===== src/rtl/key_pkg.sv =====
// Shared types and constants for the key dispatch block: FSM states,
// classification limits, default FIFO depth and the byte classifier.
package key_pkg;

    typedef enum logic [1:0] {
        IDLE,
        DISP,
        CTRL
    } key_state_e;

    localparam logic [7:0] KEY_CTRL_LIMIT    = 8'h20;
    localparam logic [7:0] KEY_DEL           = 8'h7F;
    localparam int         KEY_DEPTH_DEFAULT = 8;

    // Control bytes: C0 range plus DEL; everything else is printable.
    function automatic logic key_is_ctrl(input logic [7:0] b);
        return (b < KEY_CTRL_LIMIT) || (b == KEY_DEL);
    endfunction

endpackage


===== src/rtl/key_fifo.sv =====
// Synchronous FIFO holding received key bytes.
// Ports: clk_i, rst_i (sync, active high), push_i/data_i write side,
//   pop_i/data_o read side (data_o shows the head combinationally),
//   full_o, empty_o, count_o (exact occupancy 0..DEPTH).
// A push while full is accepted only when a pop happens in the same cycle.
module key_fifo
    import key_pkg::*;
#(
    parameter int DEPTH = KEY_DEPTH_DEFAULT,
    parameter int AW    = $clog2(DEPTH)
) (
    input  logic          clk_i,
    input  logic          rst_i,
    input  logic          push_i,
    input  logic [7:0]    data_i,
    input  logic          pop_i,
    output logic [7:0]    data_o,
    output logic          full_o,
    output logic          empty_o,
    output logic [AW:0]   count_o
);

    localparam logic [AW:0] FULL_CNT = (AW+1)'(DEPTH);
    localparam logic [AW:0] ONE_CNT  = {{AW{1'b0}}, 1'b1};
    localparam logic [AW-1:0] ONE_PTR = {{(AW-1){1'b0}}, 1'b1};

    logic [7:0]    mem_q [DEPTH];
    logic [AW-1:0] wr_ptr_q, wr_ptr_d;
    logic [AW-1:0] rd_ptr_q, rd_ptr_d;
    logic [AW:0]   count_q, count_d;
    logic          do_push;
    logic          do_pop;

    assign full_o  = (count_q == FULL_CNT);
    assign empty_o = (count_q == '0);
    assign count_o = count_q;
    assign data_o  = mem_q[rd_ptr_q];

    assign do_pop  = pop_i & ~empty_o;
    // When full, the slot being written is the one being popped.
    assign do_push = push_i & (~full_o | do_pop);

    always_comb begin
        wr_ptr_d = wr_ptr_q;
        rd_ptr_d = rd_ptr_q;
        count_d  = count_q;
        if (do_push) begin
            wr_ptr_d = wr_ptr_q + ONE_PTR;
        end
        if (do_pop) begin
            rd_ptr_d = rd_ptr_q + ONE_PTR;
        end
        if (do_push && !do_pop) begin
            count_d = count_q + ONE_CNT;
        end else if (do_pop && !do_push) begin
            count_d = count_q - ONE_CNT;
        end
    end

    always_ff @(posedge clk_i) begin
        if (rst_i) begin
            wr_ptr_q <= '0;
            rd_ptr_q <= '0;
            count_q  <= '0;
        end else begin
            wr_ptr_q <= wr_ptr_d;
            rd_ptr_q <= rd_ptr_d;
            count_q  <= count_d;
        end
    end

    always_ff @(posedge clk_i) begin
        if (do_push) begin
            mem_q[wr_ptr_q] <= data_i;
        end
    end

endmodule


===== src/rtl/key_dispatch.sv =====
// Byte scheduler from the SPI receive driver to the display and control
// consumers: edge-detects NewKey, queues bytes, and hands them out one at
// a time in arrival order over valid/ready.
// Ports: sys_clk, rst (sync, active high), key_data/key_new from the SPI
//   driver, disp_*/ctrl_* handshakes, fifo_count, overflow/ovf_clr,
//   ovf_count.
// Macro KEY_DISPATCH_OVF_COUNT_EN builds the saturating drop counter;
//   otherwise ovf_count is tied to zero.
module key_dispatch
    import key_pkg::*;
#(
    parameter int DEPTH = KEY_DEPTH_DEFAULT,
    parameter int AW    = $clog2(DEPTH)
) (
    input  logic          sys_clk,
    input  logic          rst,
    input  logic [7:0]    key_data,
    input  logic          key_new,
    output logic [7:0]    disp_data,
    output logic          disp_valid,
    input  logic          disp_ready,
    output logic [7:0]    ctrl_data,
    output logic          ctrl_valid,
    input  logic          ctrl_ready,
    output logic [AW:0]   fifo_count,
    output logic          overflow,
    input  logic          ovf_clr,
    output logic [7:0]    ovf_count
);

    key_state_e  state_q, state_d;
    logic [7:0]  hold_q, hold_d;
    logic        kn_q;
    logic        ovf_q, ovf_d;
    logic        push;
    logic        pop;
    logic        drop;
    logic [7:0]  head;
    logic        full;
    logic        empty;

    // One push per NewKey high period.
    assign push = key_new & ~kn_q;
    assign drop = push & full & ~pop;

    key_fifo #(
        .DEPTH (DEPTH),
        .AW    (AW)
    ) u_fifo (
        .clk_i   (sys_clk),
        .rst_i   (rst),
        .push_i  (push),
        .data_i  (key_data),
        .pop_i   (pop),
        .data_o  (head),
        .full_o  (full),
        .empty_o (empty),
        .count_o (fifo_count)
    );

    always_comb begin
        state_d    = state_q;
        hold_d     = hold_q;
        pop        = 1'b0;
        disp_valid = 1'b0;
        ctrl_valid = 1'b0;
        unique case (state_q)
            IDLE: begin
                if (!empty) begin
                    pop    = 1'b1;
                    hold_d = head;
                    state_d = key_is_ctrl(head) ? CTRL : DISP;
                end
            end
            DISP: begin
                disp_valid = 1'b1;
                if (disp_ready) begin
                    state_d = IDLE;
                end
            end
            CTRL: begin
                ctrl_valid = 1'b1;
                if (ctrl_ready) begin
                    state_d = IDLE;
                end
            end
            default: begin
                state_d = IDLE;
            end
        endcase
    end

    assign disp_data = hold_q;
    assign ctrl_data = hold_q;

    // Set wins over clear.
    always_comb begin
        ovf_d = ovf_q;
        if (drop) begin
            ovf_d = 1'b1;
        end else if (ovf_clr) begin
            ovf_d = 1'b0;
        end
    end

    assign overflow = ovf_q;

    always_ff @(posedge sys_clk) begin
        if (rst) begin
            state_q <= IDLE;
            hold_q  <= 8'h00;
            // High so a NewKey already asserted at release is ignored.
            kn_q    <= 1'b1;
            ovf_q   <= 1'b0;
        end else begin
            state_q <= state_d;
            hold_q  <= hold_d;
            kn_q    <= key_new;
            ovf_q   <= ovf_d;
        end
    end

`ifdef KEY_DISPATCH_OVF_COUNT_EN
    logic [7:0] ovf_cnt_q, ovf_cnt_d;

    always_comb begin
        ovf_cnt_d = ovf_cnt_q;
        if (drop) begin
            if (ovf_cnt_q != 8'hFF) begin
                ovf_cnt_d = ovf_cnt_q + 8'd1;
            end
        end else if (ovf_clr) begin
            ovf_cnt_d = 8'h00;
        end
    end

    always_ff @(posedge sys_clk) begin
        if (rst) begin
            ovf_cnt_q <= 8'h00;
        end else begin
            ovf_cnt_q <= ovf_cnt_d;
        end
    end

    assign ovf_count = ovf_cnt_q;
`else
    assign ovf_count = 8'h00;
`endif

endmodule


===== config.mk =====
export PLATFORM = sky130hd
export DESIGN_NAME = key_dispatch
export DESIGN_NICKNAME = d
export VERILOG_FILES = /design/src/rtl/key_pkg.sv /design/src/rtl/key_fifo.sv /design/src/rtl/key_dispatch.sv
export SDC_FILE = /design/constraint.sdc
export NUM_CORES = 1
export LEC_CHECK = 0
export BUFFER_PORTS_ARGS = -buffer_cell sky130_fd_sc_hd__buf_2
export CORE_MARGIN = 8
export CORE_UTILIZATION = 61
export DETAILED_ROUTE_END_ITERATION = 7
export GPL_TIMING_DRIVEN = 0
export PLACE_DENSITY = 0.89
export SYNTH_ARGS = -nofsm -noshare
export SYNTH_HDL_FRONTEND = slang
export SYNTH_HIERARCHICAL = 1
export SYNTH_SLANG_ARGS = --single-unit

===== constraint.sdc =====
create_clock -name sys_clk -period 8.25 [get_ports sys_clk]
set_input_delay 0.825 -clock sys_clk [delete_from_list [all_inputs] [get_ports sys_clk]]
set_output_delay 0.825 -clock sys_clk [all_outputs]
set_load 0.005 [all_outputs]

After elaboration in Yosys (flattened, before gate mapping) --
Memories as Yosys holds them, arrays and structs flattened. A register that Yosys moved wholly into a read port is not among the register bits. Index checks and enable logic that the tools add are counted. W data, S select, Z words.
Storage, ports and cells: memories kept 1, RAM bits 64, output and inout port bits 31, register bits 22
Cells by class: equality and inequality tests 7, mux-type cells 17, reduce and logical (&&, ||, !) cells 11, add/sub/neg operators 4, magnitude comparators 1, bitwise gates (word level) 10
Memory list:
- u_fifo.mem_q | words 8, width 8, read ports 1, clocked after Yosys merged registers in 1, wr ports 1, RTL line key_fifo.sv:27 | logic [7:0] mem_q [DEPTH];
Operator list (count):
- $eq A8 B7 Y1 const B | 1
- $lt A8 B6 Y1 const B | 1
- $mux W1 | 8
- $mux W2 | 4
- $mux W4 | 2
- $add A3 B1 Y3 const B | 2
- $mux W3 | 2
- $ne A2 B2 Y1 const B | 3
- $pmux W2 S3 | 1
- $and A1 B1 Y1 | 5
- $add A4 B1 Y4 const B | 1
- $eq A4 B4 Y1 const B | 1
- $logic_not A4 Y1 | 1
- $not A1 Y1 | 4
- $reduce_bool A2 Y1 | 2
- $sub A4 B1 Y4 const B | 1
- $reduce_and A3 Y1 | 1
- $eq A2 B1 Y1 const B | 1
- $eq A2 B2 Y1 const B | 1
- $logic_and A1 B1 Y1 | 2
- $logic_not A1 Y1 | 2
- $logic_not A2 Y1 | 1
- $reduce_and A2 Y1 | 1
- $logic_or A1 B1 Y1 | 1
- $or A1 B1 Y1 | 1

Depth between registers and ports, before layout --
Gate-level depths: netlist of the first run.
word-level depth 10, depth in mapped cells 12, depth with buffers taken out 12

Cells and area by module --
The synthesis of the first run kept the hierarchy.
By module, submodules not included:
- key_fifo | instances 1, sequential area each 2182.1 um2, cells each 166, area an instance 3064.2 um2
- key_dispatch | instances 1, sequential area each 240.2 um2, cells each 75, area an instance 605.6 um2

Worst setup path after synthesis of the first run --
OpenSTA, ideal clock, no wires.
kind register to register, from register u_fifo.count_q[1] (netlist: u_fifo/count_o[1]), to register u_fifo.count_q[3] (netlist: u_fifo/count_o[3]), arrival time 2711 ps, library setup time 121 ps, data required time 8129 ps, cell stages (with the launch flop) 13, buffers on the path 0, setup slack 5418 ps, cell sequence dfxtp_1 nor4_1 or3_4 clkinv_1 o21ai_4 inv_2 ha_1 inv_1 ha_1 a21oi_1 a211oi_1 a31oi_1 mux2_2
On the way: word-level cells in the longest chain between the ends 9, elaborated cells on any way between the ends 18, those cells by class 2 x add/sub; 1 x eq/ne; 4 x mux; 5 x bitwise; 6 x reduce/logical
Ends and longest elaborated chain:
- from (decl) | RTL line key_fifo.sv:30 | logic [AW:0] count_q, count_d;
- from (signal assigned) | RTL line key_fifo.sv:68 | count_q <= count_d;
- $logic_not A4 Y1 * | RTL line key_fifo.sv:35 | assign empty_o = (count_q == '0);
- via empty | RTL line key_dispatch.sv:40 | logic empty;
- $mux W1 * | RTL line key_dispatch.sv:69 | if (!empty) begin
- $mux W1 * | RTL line key_dispatch.sv:67 | unique case (state_q)
- via pop | RTL line key_dispatch.sv:36 | logic pop;
- $and A1 B1 Y1 * | RTL line key_fifo.sv:39 | assign do_pop = pop_i & ~empty_o;
- $or A1 B1 Y1 * | RTL line key_fifo.sv:41 | assign do_push = push_i & (~full_o | do_pop);
- $and A1 B1 Y1 * | RTL line key_fifo.sv:41
- via u_fifo.do_push | RTL line key_fifo.sv:31 | logic do_push;
- $logic_not A1 Y1 | RTL line key_fifo.sv:55 | end else if (do_pop && !do_push) begin
- $logic_and A1 B1 Y1 | RTL line key_fifo.sv:55
- $reduce_bool A2 Y1 (no line)
Mark *: on every way through the listed nets, which the timed path passes. The rest lies on a longest branch. The select of a mux whose other input is x is not followed. A chain may end at the register's enable or synchronous reset.

Final worst setup path of the first run --
Ends and elaborated chain as after synthesis.

==> impl_metrics.tcl, run 1 <==
set metrics [dict create \
    rows 28 \
    holdPathStages 2 \
    first_pass_iters 4 \
    synth_top_area_cell "edfxtp_1" \
    timing.rr.end "u_fifo/count_o[3]$_SDFFE_PP0P_" \
    skew_ps 9.82 \
    core_sq_mm 0.00589 \
    synth_xor_area_share_pct 1.43 \
    reg2reg_slack_ps 4990 \
    postLayoutSetupSlackWorst_ps 4990 \
    initial_core_util_pct 62.4 \
    grt_max_degree 17 \
    p_int_uw 791 \
    cp.required_ps 8500 \
    synthTopCellsByArea "edfxtp_1 52%, dfxtp_1 14%, mux4_2 9.8%, buf_4 3.3%, mux2_2 2.8%" \
    synth_most_common_cell "edfxtp_1" \
    peakVddDrop_uv 170 \
    dp_hpwl_um 4560 \
    clk_latency_ps 350 \
    grt_pass1_vias 2066 \
    synth_top_family_by_area "multiplexers" \
    r2r_start "u_fifo/count_o[1]$_SDFFE_PP0P_" \
    combPwrFrac_pct 24.7 \
    drive_gt1_share_pct 36.2 \
    via_per_inst 5.51 \
    min_period_ps 3260 \
    crit_path_max_fanout 12 \
    drtIter0Drc 103 \
    max_slew_margin_pct 39.6 \
    ctsHoldBuffers 0 \
    area_delta_synth_final_pct 14.6 \
    syn_avg_cell_area_sq_um 15.2 \
    startpoint_type "register" \
    tightestPinTransition_ps 902 \
    clockPowerShare_pct 26.5 \
    synth_flop_cell "edfxtp_1" \
    grt_pass1_wl_um 10500 \
    tns_ps 0 \
    maxCapViolCount 0 \
    period_share_pct 39.6 \
    cp_num_buf_inv 3 \
    grt_overflow 0 \
    antenna_found_initial 0 \
    path_cells "nor4_1 > or3_4 > clkinv_1 > o21ai_4 > inv_2 > ha_1 > inv_1 > ha_1 > a21oi_1 > a211oi_1 > a31oi_1 > mux2_2" \
    worstSetupEndpointType "register" \
    ys_types 40 \
    ctsResizeCount 0 \
    post_drt_wl_per_cell_um 17.6 \
    status "finished clean" \
    rsz0062_at_grt "false" \
    clock_tree.root_cell "clkbuf_8" \
    htreeDepth 3 \
    ys_top_cells_by_count "64 x edfxtp_1, 25 x dfxtp_1, 20 x nand2_1, 20 x nor2_1" \
    cellPowerDensity_mw_per_mm2 261 \
    ctsLongestPathBuffers 2 \
    route.detailed.drc 0 \
    hold_viol 0 \
    clock_sinks 89 \
    ios 45 \
    num-nets-final 316 \
    synth_compound_area_share_pct 3.78 \
    grtUsageTotal_pct 16.0 \
    r2r_cells 12 \
    vias 2072 \
    die_x_um 93.6 \
    synth_seq_cells 89 \
    ys_warn_count 6 \
    netlist_area_sq_mm 0.00367 \
    p_leak_nw 1.56 \
    sw_frac_of_total_pct 27.9 \
    die-area_sq_mm 0.00875 \
    worstSetupPathType "reg -> reg" \
    cts_buffers 9 \
    whs_endpoint "ctrl_data[0]$_SDFFE_PP0P_" \
    gp_congestion 0.704 \
    synth_simple_gate_area_share_pct 8.01 \
    fmax_mhz 306 \
    cpMostUsedCell "ha_1" \
    io_buffers 36 \
    postCtsSetupBuffers 0 \
    clk_pin_slew_ps 90 \
    crit_slowest_cell "dfxtp_1" \
    setup_viol 0 \
    p_sw_uw 306 \
    synth_top_area_share_pct 52.4 \
    die_y_um 93.6 \
    critPathTopFamily "compound AO/OA/AOI/OAI gates" \
    yosysSeqAreaShare_pct 66.0 \
    wl_um 6610 \
    crit_arrival_ps 3510 \
    syn_inst 241 \
    muxShareOfSynthArea_pct 13.1 \
    slew_viol_final 0 \
    synth_edf_count 64 \
    async_flop_share_pct 0 \
    antenna_left 0 \
    hold_path_class "reg -> reg" \
    hold_start "ctrl_data[0]$_SDFFE_PP0P_" \
    cts_tree "built" \
    critPathMaxStageDelay_ps 390 \
    place_ws_ps 5050 \
    diodes 0 \
    synthAdderAreaFrac_pct 2.25 \
    p_seq_share_pct 48.9 \
]
## logic make-up (layout without fill, tap and decap cells)
group | count (synthesis) | count (layout)
AO/OA/AOI/OAI | 20 | 20
XOR/XNOR | 6 | 6
adder cells (fa/ha/maj) | 6 | 6
buffers and inverters | 31 | 84
flip-flops | 89 | 89
multiplexers | 27 | 27
other | 1 | 8
AND/OR/NAND/NOR | 61 | 61
## worst max path at each step
stage	endpoint	cells past startpoint	slack, ps	start
after CTS	u_fifo/count_o[3]$_SDFFE_PP0P_	12	5040	u_fifo/count_o[1]$_SDFFE_PP0P_
after floorplan	u_fifo/count_o[3]$_SDFFE_PP0P_	12	5420	u_fifo/count_o[1]$_SDFFE_PP0P_
after global placement	u_fifo/mem_q[0][0]$_DFFE_PP_	4	5050	key_new
final	u_fifo/count_o[3]$_SDFFE_PP0P_	12	4990	u_fifo/count_o[1]$_SDFFE_PP0P_
after detailed placement	u_fifo/count_o[3]$_SDFFE_PP0P_	12	5050	u_fifo/count_o[1]$_SDFFE_PP0P_
after global routing	u_fifo/count_o[3]$_SDFFE_PP0P_	12	4690	u_fifo/count_o[1]$_SDFFE_PP0P_
## routing by layer
metal  track usage [%]  share of wire, %  vias up
li1                  -                 -      979
met1              18.9                40     1001
met2              26.1                49       81
met3              5.37               8.9       11
met4              7.00               2.0        0
met5                 0                 0        -
## cells in the final DEF (no fill, tap or decap), types with 2 or more instances in the layout
cell / instances
a211oi_1: 2
a21oi_1: 12
buf_1: 2
buf_2: 38
buf_4: 17
buf_6: 2
clkbuf_1: 3
clkbuf_8: 9
clkinvlp_4: 2
conb_1: 8
dfxtp_1: 25
edfxtp_1: 64
ha_1: 5
inv_1: 4
inv_6: 2
mux2_2: 9
mux2i_1: 2
mux4_2: 16
nand2_1: 20
nand2b_1: 2
nor2_1: 20
nor2b_1: 3
nor3_1: 2
nor3_2: 4
xnor2_1: 3
xor2_1: 3
## tightest hold or removal path, stage by stage (launching register included)
cell     delay, ps
dfxtp_1        330
nand2_1         60
a21oi_1         50
## power by group through the flow
stage / sequential (mW) / combinational, mW / clock (mW)
after floorplan: 0.545 / 0.188 / 0
after global placement: 0.544 / 0.262 / 0
after detailed placement: 0.547 / 0.270 / 0
after CTS: 0.536 / 0.272 / 0.298
after global routing: 0.542 / 0.300 / 0.315
final: 0.536 / 0.271 / 0.290
## layout make-up
cell class	instances	area, sq um
clock inverter	7	76.3
multi-input combinational	128	1110
clock buffer	9	124
sequential	89	2420
tap	75	93.8
timing repair buffer	37	188
inverter	6	22.5
buffer	25	171
fill	367	1680
## state kept, by name (all words and copies together), names as in the netlist, named ones only
name,cells
u_fifo/count_o,4
u_fifo/rd_ptr_q,3
overflow,1
state_q,2
kn_q,1
u_fifo/mem_q,64
u_fifo/wr_ptr_q,3
ctrl_data,8
## metrics by stage
| stage | area (sq um) | std cells | utilization, % | power [mW] | hold WS (ps) |
|---|---|---|---|---|---|
| 3_5_place_dp | 3980 | 360 | 67.7 | 0.817 | 467 |
| 3_3_place_gp | 3970 | 359 | 67.5 | 0.805 | 455 |
| 4_1_cts | 4180 | 376 | 71.1 | 1.11 | 479 |
| 2_1_floorplan | 3700 | 248 | - | 0.733 | 466 |
| 6_report | 4200 | 376 | 71.4 | 1.10 | 477 |
| 5_1_grt | 4200 | 376 | 71.4 | 1.16 | 498 |
No activity file was read; power rests on OpenSTA's default activity.
==> inputs of run 2 (changes only) <==
--- a/config.mk
+++ b/config.mk
@@ -7,10 +7,10 @@
 export LEC_CHECK = 0
 export BUFFER_PORTS_ARGS = -buffer_cell sky130_fd_sc_hd__buf_2
 export CORE_MARGIN = 8
-export CORE_UTILIZATION = 61
+export CORE_UTILIZATION = 57
 export DETAILED_ROUTE_END_ITERATION = 7
 export GPL_TIMING_DRIVEN = 0
-export PLACE_DENSITY = 0.89
+export PLACE_DENSITY = 0.84
 export SYNTH_ARGS = -nofsm -noshare
 export SYNTH_HDL_FRONTEND = slang
 export SYNTH_HIERARCHICAL = 1
==> constraint.sdc (replaced) <==
create_clock -name sys_clk -period 3.3 [get_ports sys_clk]
set_input_delay 0.33 -clock sys_clk [delete_from_list [all_inputs] [get_ports sys_clk]]
set_output_delay 0.33 -clock sys_clk [all_outputs]
set_load 0.005 [all_outputs]
==> run 2 against run 1 <==
Effect of this change:
- first-iteration DRC count grew 14%
- die area grew 5.8%
- fmax grew 5.0%
- sequential share of layout area grew 0.10 points
- sequential power grew to 2.5 times the previous value
- worst hold slack lost 300 ps
- power grew 150%
- count of clock-buffer cells in the layout grew 1
- utilization shrank 4.6 points
- final cell count grew 0.80%
==> impl_metrics.tcl, run 2 (synthesis results as in run 1) <==
set metrics [dict create \
    vias 2093 \
    slew_viol_final 0 \
    startpoint_type "register" \
    drtIter0Drc 117 \
    largest_reg_flops 64 \
    path_cells "nor4_1 > or3_4 > clkinvlp_4 > o21ai_4 > inv_2 > ha_1 > inv_1 > ha_1 > a21oi_1 > a211oi_1 > a31oi_1 > mux2_2" \
    worstSetupEndpointType "register" \
    clock_sinks 89 \
    dp.cells 362 \
    initial_core_util_pct 58.5 \
    hold_viol 0 \
    grtUsageTotal_pct 15.1 \
    wl_um 6530 \
    p_int_mw 1.98 \
    grt_pass1_wl_um 10200 \
    via_per_inst 5.52 \
    final_common_cell "edfxtp_1" \
    cts_tree "built" \
    max_slew_margin_pct 10.3 \
    p_leak_nw 1.56 \
    rsz0062_at_grt "false" \
    ctsHoldBuffers 0 \
    fill_cells 439 \
    rows 29 \
    antenna_left 0 \
    core_sq_mm 0.00628 \
    drive_gt1_share_pct 35.4 \
    hold_path_class "in -> reg" \
    io_buffers 36 \
    post_drt_wl_per_cell_um 17.2 \
    p_sw_uw 761 \
    grt_max_degree 16 \
    maxCapViolCount 0 \
    cp.required_ps 3540 \
    min_period_ps 3110 \
    die_y_um 96.2 \
    die-area_sq_mm 0.00926 \
    num-nets-final 317 \
    fmax_mhz 322 \
    clock_tree.root_cell "clkbuf_8" \
    grt_overflow 0 \
    skew_ps 6.61 \
    crit_path_max_fanout 12 \
    critPathMaxStageDelay_ps 400 \
    antenna_found_initial 0 \
    cpMostUsedCell "ha_1" \
    final_cell_mix "64 x edfxtp_1, 39 x buf_2, 25 x dfxtp_1, 20 x nor2_1, 20 x nand2_1" \
    fin_area_sq_mm 0.00420 \
    crit_slowest_cell "dfxtp_1" \
    die_x_um 96.2 \
    gp_congestion 0.705 \
    crit_arrival_ps 3350 \
    cts_buffers 9 \
    setup_viol 0 \
    instances_no_fill 379 \
    cellPowerDensity_mw_per_mm2 653 \
    first_pass_iters 4 \
    p_seq_share_pct 49.0 \
    ctsLongestPathBuffers 2 \
    htreeDepth 3 \
    postPlaceCellArea_sq_mm 0.00399 \
    peakVddDrop_uv 389 \
    grt_pass1_vias 2049 \
    combPwrFrac_pct 24.8 \
    tns_ps 0 \
    ios 45 \
    route.detailed.drc 0 \
    clk_latency_ps 340 \
    clockPowerShare_pct 26.3 \
    clk_pin_slew_ps 80 \
    status "finished clean" \
    dp_hpwl_um 4690 \
    period_share_pct 94.2 \
    sw_frac_of_total_pct 27.8 \
    diodes 0 \
    regMostFlops "u_fifo/mem_q" \
    postCtsSetupBuffers 0 \
    area_delta_synth_final_pct 14.4 \
    worstSetupPathType "reg -> reg" \
    tightestPinTransition_ps 1340 \
]
==> run 2: final timing paths <==
| check | from | to | slack, ps | cells past startpoint |
|---|---|---|---|---|
| setup / recovery | u_fifo/count_o[1]$_SDFFE_PP0P_ | u_fifo/count_o[3]$_SDFFE_PP0P_ | 190 | 12 |
| hold / removal | key_new | kn_q$_SDFF_PP1_ | 180 | 2 |
| setup reg to reg | u_fifo/count_o[1]$_SDFFE_PP0P_ | u_fifo/count_o[3]$_SDFFE_PP0P_ | 190 | 12 |
| hold reg to reg | ctrl_data[5]$_SDFFE_PP0P_ | ctrl_data[5]$_SDFFE_PP0P_ | 470 | 2 |
==> run 2: repair_timing <==
| item | CTS | global route |
|---|---|---|
| endpoints found under the setup margin | 0 | 1 |
| resized for setup | 0 | 1 |
| hold endpoints to repair | 0 | 0 |
==> run 2: worst max-delay path: cells and delay by family, from the launching register on <==
| family | cells | cell delay [ps] |
|---|---|---|
| buffers and inverters | 3 | 460 |
| AND/OR/NAND/NOR | 2 | 520 |
| multiplexers | 1 | 340 |
| adder cells (fa/ha/maj) | 2 | 520 |
| AO/OA/AOI/OAI | 4 | 770 |
| flip-flops | 1 | 400 |
==> run 2: cell type report <==
cell class	instances	area (sq um)	share of cell area [%]
clock buffer	10	128	3.04
buffer	25	171	4.08
multi-input combinational	128	1090	26.0
clock inverter	6	68.8	1.64
sequential	89	2420	57.7
tap	77	96.3	2.30
inverter	6	26.3	0.626
timing repair buffer	38	193	4.59
==> run 2: metrics by stage <==
step | hold slack (ps) | total power, mW | utilization (%) | setup WS [ps]
2_1_floorplan | 429 | 1.83 | - | 468
3_3_place_gp | 457 | 2.01 | 63.3 | 162
3_5_place_dp | 461 | 2.04 | 63.5 | 113
4_1_cts | 163 | 2.76 | 66.6 | 80.3
5_1_grt | 182 | 2.88 | 66.9 | 3.67
6_report | 177 | 2.74 | 66.9 | 193
==> run 2: power by group through the flow <==
stage | Clock [mW] | Sequential (mW) | Combinational (mW)
4_1_cts | 0.731 | 1.34 | 0.682
3_5_place_dp | 0 | 1.37 | 0.676
5_1_grt | 0.768 | 1.35 | 0.755
6_report | 0.719 | 1.34 | 0.679
3_3_place_gp | 0 | 1.36 | 0.655
2_1_floorplan | 0 | 1.36 | 0.471
==> run 2: per-layer routing <==
| metal | track usage (%) | share of wire [%] |
|---|---|---|
| met2 | 24.6 | 48 |
| met3 | 2.34 | 8.1 |
| met4 | 8.71 | 2.3 |
| met1 | 18.7 | 42 |
| met5 | 0 | 0 |
==> inputs of run 3 (changes only) <==
--- a/config.mk
+++ b/config.mk
@@ -7,10 +7,12 @@
 export LEC_CHECK = 0
 export BUFFER_PORTS_ARGS = -buffer_cell sky130_fd_sc_hd__buf_2
 export CORE_MARGIN = 8
-export CORE_UTILIZATION = 57
+export CORE_UTILIZATION = 60
+export CTS_BUF_LIST = sky130_fd_sc_hd__clkbuf_4
 export DETAILED_ROUTE_END_ITERATION = 7
 export GPL_TIMING_DRIVEN = 0
-export PLACE_DENSITY = 0.84
+export MAX_ROUTING_LAYER = met4
+export PLACE_DENSITY = 0.88
 export SYNTH_ARGS = -nofsm -noshare
 export SYNTH_HDL_FRONTEND = slang
 export SYNTH_HIERARCHICAL = 1
==> run 3 against run 2 <==
Effect of this change:
- non-clock buffer count up 1
- global-route usage up 1.1 points
- utilization up 3.5 points
- register-to-register slack better by 140 ps
- sequential power about the same
- critical path depth unchanged
- clock skew up 9.0 ps
- combinational power about the same
- power down 5.0%
- critical path type unchanged
==> impl_metrics.tcl, run 3 (synthesis results as in run 1) <==
set metrics [dict create \
    status "finished clean" \
    worstSetupPathType "reg -> reg" \
    antenna_left 0 \
    dr_wl_met2_um 3120 \
    peakVddDrop_uv 346 \
    worstSetupEndpointType "register" \
    initial_core_util_pct 62.0 \
    crit_arrival_ps 3310 \
    whs_endpoint "kn_q$_SDFF_PP1_" \
    vias 2107 \
    drive_gt1_share_pct 36.3 \
    tightestPinTransition_ps 934 \
    final_common_cell "edfxtp_1" \
    dp_hpwl_um 4530 \
    setup_viol 0 \
    instances_no_fill 379 \
    ctsLongestPathBuffers 2 \
    wl_met1_um 2680 \
    cts_buffers 9 \
    fin_area_sq_mm 0.00416 \
    rows 28 \
    p_leak_nw 1.54 \
    top_layer "met4" \
    num-nets-final 318 \
    clock_sinks 89 \
    cts_tree "built" \
    ctsHoldBuffers 0 \
    startpoint_type "register" \
    fin_util_pct 70.3 \
    regMostFlops "u_fifo/mem_q" \
    reg2reg_slack_ps 330 \
    antenna_found_initial 1 \
    grtUsageTotal_pct 16.2 \
    grt_pass1_wl_um 10500 \
    holdWs_ps 90.8 \
    period_share_pct 90.0 \
    via_per_inst 5.56 \
    crit_path_max_fanout 12 \
    grt_pass1_vias 2088 \
    timing.rr.end "u_fifo/count_o[3]$_SDFFE_PP0P_" \
    rsz0062_at_grt "false" \
    r2r_start "u_fifo/count_o[1]$_SDFFE_PP0P_" \
    fmax_mhz 337 \
    area_delta_synth_final_pct 13.4 \
    hold_viol 0 \
    clk_pin_slew_ps 140 \
    clk_latency_ps 430 \
    slew_viol_final 0 \
    die_x_um 94.2 \
    tns_ps 0 \
    postPlaceCellArea_sq_mm 0.00398 \
    die-area_sq_mm 0.00887 \
    place_ws_ps 153 \
    grt_overflow 0 \
    holdPathStages 2 \
    fill_cells 382 \
    io_buffers 36 \
    postLayoutSetupSlackWorst_ps 329 \
    core_sq_mm 0.00592 \
    ios 45 \
    htreeDepth 3 \
    post_drt_wl_per_cell_um 17.4 \
    hold_path_class "in -> reg" \
    wl_um 6580 \
    largest_reg_flops 64 \
    gp_congestion 0.738 \
    hold_start "key_new" \
    maxCapViolCount 0 \
    cellPowerDensity_mw_per_mm2 625 \
    max_slew_margin_pct 37.5 \
    first_pass_iters 4 \
    die_y_um 94.2 \
    final_cell_mix "64 x edfxtp_1, 38 x buf_2, 25 x dfxtp_1, 20 x nor2_1, 20 x nand2_1" \
    r2r_cells 12 \
    wl_met3_um 666 \
    min_period_ps 2970 \
    route.detailed.drc 0 \
    finalPower_mw 2.60 \
    skew_ps 15.6 \
    drtIter0Drc 132 \
    clock_tree.root_cell "clkbuf_4" \
    cp.required_ps 3640 \
    grt_max_degree 16 \
    dp.cells 360 \
]
[run 3: final cells by class]
type	count	area (sq um)	share of cell area [%]
flip-flops and latches	89	2420	58.2
multi-input cells	128	1110	26.6
repair buffers	39	203	4.87
plain buffers	25	171	4.12
well taps	75	93.8	2.25
clock inverters	7	70.1	1.68
clock buffers	9	67.6	1.62
inverters	6	26.3	0.631
diodes	1	2.50	0.0601
[run 3: metal layers]
layer / vias to the layer above / GRT usage, %
met4: 0 / 9.11
met2: 89 / 24.2
met1: 1025 / 19.9
li1: 987 / -
met3: 6 / 3.68
met5: - / -
[run 3: worst max-delay path, cell delays in order, from the launching register on]
cell        delay, ps
dfxtp_1           410
nor4_1            300
or3_4             190
clkinvlp_4        220
o21ai_4           230
inv_2              80
ha_1              210
inv_1             130
ha_1              290
a21oi_1           190
a211oi_1          100
a31oi_1           180
mux2_2            350
[run 3: worst max-delay path by stage]
stage / start / end / slack, ps / cells past startpoint
5_1_grt: u_fifo/count_o[1]$_SDFFE_PP0P_ / u_fifo/count_o[3]$_SDFFE_PP0P_ / 40 / 12
6_report: u_fifo/count_o[1]$_SDFFE_PP0P_ / u_fifo/count_o[3]$_SDFFE_PP0P_ / 330 / 12
4_1_cts: u_fifo/count_o[1]$_SDFFE_PP0P_ / u_fifo/count_o[3]$_SDFFE_PP0P_ / 120 / 12
3_5_place_dp: u_fifo/count_o[1]$_SDFFE_PP0P_ / u_fifo/count_o[3]$_SDFFE_PP0P_ / 150 / 12
2_1_floorplan: u_fifo/count_o[1]$_SDFFE_PP0P_ / u_fifo/count_o[3]$_SDFFE_PP0P_ / 470 / 12
3_3_place_gp: u_fifo/count_o[0]$_SDFFE_PP0P_ / u_fifo/mem_q[0][0]$_DFFE_PP_ / 170 / 5
[run 3: power breakdown]
group | switching, mW | leakage, nW | internal [mW]
Combinational | 0.326 | 0.687 | 0.353
Clock | 0.355 | 0.0676 | 0.230
Sequential | 0.0656 | 0.781 | 1.27
Total | 0.746 | 1.54 | 1.86
[run 3: what timing repair did]
action	in CTS	in global routing
resized for setup	0	1
endpoints found under the setup margin	0	1
setup buffers	0	2
